===== src/rtl/ppi_rw_control.sv =====
// Read/write control for the 8255-style PPI: strobe synchronization, write capture/commit, read steering.
// Optional PPI_CW_READBACK_EN lets a read at A=3 return the control word.
module ppi_rw_control #(
    parameter int unsigned SYNC_STAGES = 2,
    parameter logic [7:0]  RESET_CW    = 8'h9B
) (
    input  logic       CLK,
    input  logic       RESET,
    input  logic       CS_n,
    input  logic       RD_n,
    input  logic       WR_n,
    input  logic [1:0] A,
    input  logic [7:0] DIN,
    output logic       control_signal,
    output logic [1:0] rd_sel,
    output logic [7:0] wr_data,
    output logic       wr_a,
    output logic       wr_b,
    output logic       wr_c,
    output logic [7:0] ctrl_word,
    output logic       mode_set,
    output logic       pc_bit_we,
    output logic [2:0] pc_bit_idx,
    output logic       pc_bit_val
);

    localparam int unsigned AW = 2;
    localparam int unsigned DW = 8;

    localparam logic [AW-1:0] ADDR_A    = 2'd0;
    localparam logic [AW-1:0] ADDR_B    = 2'd1;
    localparam logic [AW-1:0] ADDR_C    = 2'd2;
    localparam logic [AW-1:0] ADDR_CTRL = 2'd3;

    logic [SYNC_STAGES-1:0]         cs_sync;
    logic [SYNC_STAGES-1:0]         rd_sync;
    logic [SYNC_STAGES-1:0]         wr_sync;
    logic [SYNC_STAGES-1:0][AW-1:0] a_pipe;

    logic          cs_s;
    logic          rd_s;
    logic          wr_s;
    logic [AW-1:0] a_s;
    logic          wr_act;
    logic          rd_act;
    logic          rd_ok;
    logic          commit;

    logic [DW-1:0] cap_d;
    logic [AW-1:0] cap_a;
    logic          cap_valid;

    assign cs_s   = cs_sync[SYNC_STAGES-1];
    assign rd_s   = rd_sync[SYNC_STAGES-1];
    assign wr_s   = wr_sync[SYNC_STAGES-1];
    assign a_s    = a_pipe[SYNC_STAGES-1];
    assign wr_act = ~cs_s & ~wr_s;
    assign rd_act = ~cs_s & ~rd_s & wr_s;
    // wr_act can only be low here after having captured, i.e. on its falling edge
    assign commit = cap_valid & ~wr_act;

`ifdef PPI_CW_READBACK_EN
    assign rd_ok = rd_act;
`else
    assign rd_ok = rd_act & (a_s != ADDR_CTRL);
`endif

    // Strobe synchronizers; A is delayed by the same depth so it lines up with rd_act
    always_ff @(posedge CLK) begin
        if (RESET) begin
            cs_sync <= '1;
            rd_sync <= '1;
            wr_sync <= '1;
            a_pipe  <= '0;
        end else begin
            cs_sync <= {cs_sync[SYNC_STAGES-2:0], CS_n};
            rd_sync <= {rd_sync[SYNC_STAGES-2:0], RD_n};
            wr_sync <= {wr_sync[SYNC_STAGES-2:0], WR_n};
            a_pipe  <= {a_pipe[SYNC_STAGES-2:0], A};
        end
    end

    // Write capture: last sample taken while the write is active wins
    always_ff @(posedge CLK) begin
        if (RESET) begin
            cap_d     <= '0;
            cap_a     <= '0;
            cap_valid <= 1'b0;
        end else if (wr_act) begin
            cap_d     <= DIN;
            cap_a     <= A;
            cap_valid <= 1'b1;
        end else if (commit) begin
            cap_valid <= 1'b0;
        end
    end

    // Commit decode into one-cycle strobes
    always_ff @(posedge CLK) begin
        if (RESET) begin
            wr_a       <= 1'b0;
            wr_b       <= 1'b0;
            wr_c       <= 1'b0;
            mode_set   <= 1'b0;
            pc_bit_we  <= 1'b0;
            wr_data    <= '0;
            ctrl_word  <= RESET_CW;
            pc_bit_idx <= '0;
            pc_bit_val <= 1'b0;
        end else begin
            wr_a      <= 1'b0;
            wr_b      <= 1'b0;
            wr_c      <= 1'b0;
            mode_set  <= 1'b0;
            pc_bit_we <= 1'b0;
            if (commit) begin
                case (cap_a)
                    ADDR_A: begin
                        wr_a    <= 1'b1;
                        wr_data <= cap_d;
                    end
                    ADDR_B: begin
                        wr_b    <= 1'b1;
                        wr_data <= cap_d;
                    end
                    ADDR_C: begin
                        wr_c    <= 1'b1;
                        wr_data <= cap_d;
                    end
                    default: begin
                        if (cap_d[7]) begin
                            ctrl_word <= cap_d;
                            mode_set  <= 1'b1;
                        end else begin
                            pc_bit_we  <= 1'b1;
                            pc_bit_idx <= cap_d[3:1];
                            pc_bit_val <= cap_d[0];
                        end
                    end
                endcase
            end
        end
    end

    // Read steering; rd_sel holds its last value while idle
    always_ff @(posedge CLK) begin
        if (RESET) begin
            control_signal <= 1'b0;
            rd_sel         <= '0;
        end else begin
            control_signal <= rd_ok;
            if (rd_ok) begin
                rd_sel <= a_s;
            end
        end
    end

endmodule


===== config.mk =====
export PLATFORM = sky130hd
export DESIGN_NAME = ppi_rw_control
export DESIGN_NICKNAME = d
export VERILOG_FILES = /design/src/rtl/ppi_rw_control.sv
export SDC_FILE = /design/constraint.sdc
export NUM_CORES = 1
export LEC_CHECK = 0
export BUFFER_PORTS_ARGS = -buffer_cell sky130_fd_sc_hd__buf_2
export CAP_MARGIN = 20
export CORE_ASPECT_RATIO = 2
export CORE_MARGIN = 5
export CORE_UTILIZATION = 40
export CTS_CLUSTER_DIAMETER = 50
export CTS_CLUSTER_SIZE = 28
export DETAILED_ROUTE_END_ITERATION = 8
export PLACE_DENSITY_LB_ADDON = 0.2
export REMOVE_ABC_BUFFERS = 1
export SLEW_MARGIN = 10
export SYNTH_ARGS = -nofsm -noshare
export SYNTH_HDL_FRONTEND = slang
export SYNTH_SLANG_ARGS = --single-unit

===== constraint.sdc =====
create_clock -name CLK -period 4.2 [get_ports CLK]
set_clock_uncertainty 0.2 [all_clocks]
set_input_delay 0.84 -clock CLK [delete_from_list [all_inputs] [get_ports CLK]]
set_output_delay 0.84 -clock CLK [all_outputs]
set_load 0.01 [all_outputs]

# After elaboration in Yosys (flattened, before gate mapping)
# Cells that the tools add are included.
# op_classes
n_eq_ne,3
n_mux,7
bitwise,12
reduce_logical,8
# op_table
cell,count
$mux 1,7
$not 1->1,7
$reduce_and 3->1,2
$and 1x1->1,5
$reduce_or 5->1,1
$reduce_or 3->1,1
$eq 2x1->1 const B,1
$eq 2x2->1 const B,1
$logic_not 2->1,1
$ne 2x2->1 const B,1
$reduce_and 2->1,1
$reduce_bool 2->1,1
$reduce_or 2->1,1
# totals
regBits,48
out_inout_bits,28
word_cells,49

# Depth between registers and ports, before layout
# logic_depth
word_depth,6
depth_mapped,5

# Least setup slack after synthesis
# Ideal clock, no wire load.
# synth_timing
kind,input to register
start,input port RESET
end,register cap_valid
t_arrival_ps,1384
required_time_ps,3872
path_slack_ps,2488
cell_stages,3
path_buffers,2
path_cell_list,clkbuf_1 -> clkbuf_1 -> nor2_1
# synth_lines
item,line,rtl
from (decl),8,"input logic RESET,"
to (signal assigned),88,cap_valid <= 1'b0;
to (signal assigned),92,cap_valid <= 1'b1;
to (signal assigned),94,cap_valid <= 1'b0;
to (decl),51,logic cap_valid;
# No word-level cell between the ends.

# Worst setup path in the final report
# layout_timing
start,input port RESET
end,register mode_set
# layout_between
elab_chain_len,1
# layout_lines
item,line,rtl
$reduce_or 5->1 (no source line),--,
to (signal assigned),104,mode_set <= 1'b0;
to (signal assigned),114,mode_set <= 1'b0;
to (signal assigned),133,mode_set <= 1'b1;
to (decl),21,"output logic mode_set,"
# No other way between the ends.
# A chain may end at the register's enable or synchronous reset.

==> results.cfg <==
[status]
outcome = finished, final reports clean

[synth]
yosysWarnings = 0
seq_area_frac_synth_pct = 54.7
synthTopCellsByCount = dfxtp_1 (48), nand2b_1 (24), nand2_1 (20)
ys_top_cells_by_area = dfxtp_1 (55%), nand2b_1 (8.5%), mux2i_1 (8.0%), nand2_1 (4.3%), a21oi_1 (4.0%)
synth_top_area_share_pct = 54.7
yosysUniqueCellTypes = 26
ys.flop_type = dfxtp_1
synth-edff-count = 0
synth_area_leader_cell = dfxtp_1
syn_avg_cell_area_um2 = 9.76
syn_area_um2 = 1760
synth_seq_cells = 48
yosysMostFrequentCell = dfxtp_1
syn_inst = 180
async_flop_share_pct = 0

[floorplanning]
top_level_ports = 43
start_util_pct = 40.9
die_w_um = 56.9
die_y_um = 104
die_area_um2 = 5900
fp.coreArea_um2 = 4300
fp-row-count = 34

[place]
portBuffers = 41
gp_congestion = 0.657
place_area_um2 = 1990
dp_hpwl_mm = 2.27

[grt]
grt_pass1_vias = 1216
grt_pass1_wl_mm = 5.56
grt_start_max_net_pins = 60
overflow = 0
grt_use_total_pct = 11.9
antenna_found_initial = 0

[final_layout]
num_antenna_cells = 0
layout-drive-gt1-share_pct = 26.4
design_area_um2 = 2090
nFillCells = 442
nNetsFinal = 238
final_core_util_pct = 48.5
area_growth_pct = 18.7

[cts]
cts_tree = yes
clock_latency_ns = 0.29
h-tree-depth = 2
cts_root_buffer = clkbuf_8
clk_pin_slew_ns = 0.08
post-cts-setup-buffer-count = 0
hold_buffers = 0
cts_buffers = 5
ctsResizeCount = 0
clk_path_buf_depth = 2
cts_num_sinks = 48

[critical_path]
cp.arrival_ns = 1.85
crit_path_end_kind = register
crit_path_max_incr_delay_ns = 0.61
path_cells = buf_2, nor2_1, and3_1
cp_max_fo = 59
path_class = primary input to register
critPathSlowestCell = buf_2
required_ns = 4.20
startpoint_type = primary input

[route]
via_per_inst = 4.66
vias = 1276
post_drt_wl_per_cell_um = 11.8
ant_nets = 0
firstDrtPassIters = 4
finalWirelength_mm = 3.23
dr.first_iter.drc_count = 19
remaining_drc_errors = 0

[sta]
slew_headroom_pct = 46.4
fin_crit_sh_pct = 44.2
fmax_mhz = 539
fin_tns_setup_ns = 0
rsz0062_at_grt = false
worst_slew_pin_slew_ns = 0.804
hold_slack_ns = 0.214
drv_slew = 0
fin_crit_ns = 1.86
finalHoldViolCount = 0
setup_violations = 0

[power]
pwr_density_cell_nw_per_um2 = 367
p_leak_uw = 0.000888
peakVddDrop_mv = 0.209

[worst_hold_path]
hp-class = register to register

[flow_run]
drv_cap = 0
==> state kept, by name, indices dropped and copies added (netlist names), 2 cells and up <==
name	cells
rd_sel	2
cap_a	2
pc_bit_idx	3
cap_d	8
cs_sync	2
ctrl_word	7
a_pipe	2
a_s	2
wr_sync	2
rd_sync	2
wr_data	8
==> stage by stage <==
stage | total power [uW] | instances | setup WS, ns
floorplan | 483 | 170 | 2.65
global placement | 498 | 265 | 2.03
detailed placement | 499 | 265 | 2.01
CTS | 777 | 273 | 2.21
global route | 801 | 274 | 2.21
finish | 766 | 274 | 2.34
==> routing by layer <==
layer  GRT usage [%]  share of wire, %  vias to the layer above
met5               0                 0                        -
li1                -                 -                      658
met1            13.5                40                      583
met4            5.97               2.4                        0
met2            20.2                52                       29
met3            2.99               5.0                        6
==> worst paths after layout <==
path | endpoint | slack, ns | cells past startpoint | from
min reg2reg | wr_sync[1] | 0.21 | 1 | wr_sync[0]
max reg2reg | ctrl_word[1] | 2.51 | 5 | cap_a[0]
min | wr_sync[1] | 0.21 | 1 | wr_sync[0]
max | mode_set | 2.34 | 3 | RESET
==> final cells by class <==
| type | count | area (um^2) | share of cell area (%) |
|---|---|---|---|
| clock inverter | 2 | 10.0 | 0.480 |
| clock buffer | 6 | 82.6 | 3.96 |
| tap | 54 | 67.6 | 3.24 |
| inverter | 3 | 11.3 | 0.540 |
| timing repair buffer | 42 | 213 | 10.2 |
| sequential | 48 | 961 | 46.1 |
| multi-input combinational | 119 | 741 | 35.5 |
==> worst max-delay path, delay by kind of cell <==
family | cells | cell delay [ns]
buffers and inverters | 1 | 0.61
AND/OR/NAND/NOR | 2 | 0.39
==> layout by cell type (no fill, tap or decap), types with 4 or more instances in the layout <==
master     n
mux2i_1   14
a21oi_1   14
nand2_1   20
ha_1       4
or2_2      7
dfxtp_1   48
nand2b_1  24
nor3_1     4
clkbuf_8   6
buf_2     41
nor2_1     9
nor2b_1    5
==> power by group <==
part | switching (uW) | internal [uW]
sequential | 2.77 | 460
clock | 147 | 132
combinational | 12.0 | 12.5
==> cell families after synthesis <==
group,Yosys count,share of synthesized area (%)
multiplexers,14,7.98
flip-flops,48,54.7
adder cells (fa/ha/maj),4,2.85
other,1,0.213
AO/OA/AOI/OAI,20,6.48
AND/OR/NAND/NOR,80,24.6
buffers and inverters,13,3.13
(Power assumes the default switching activity.)
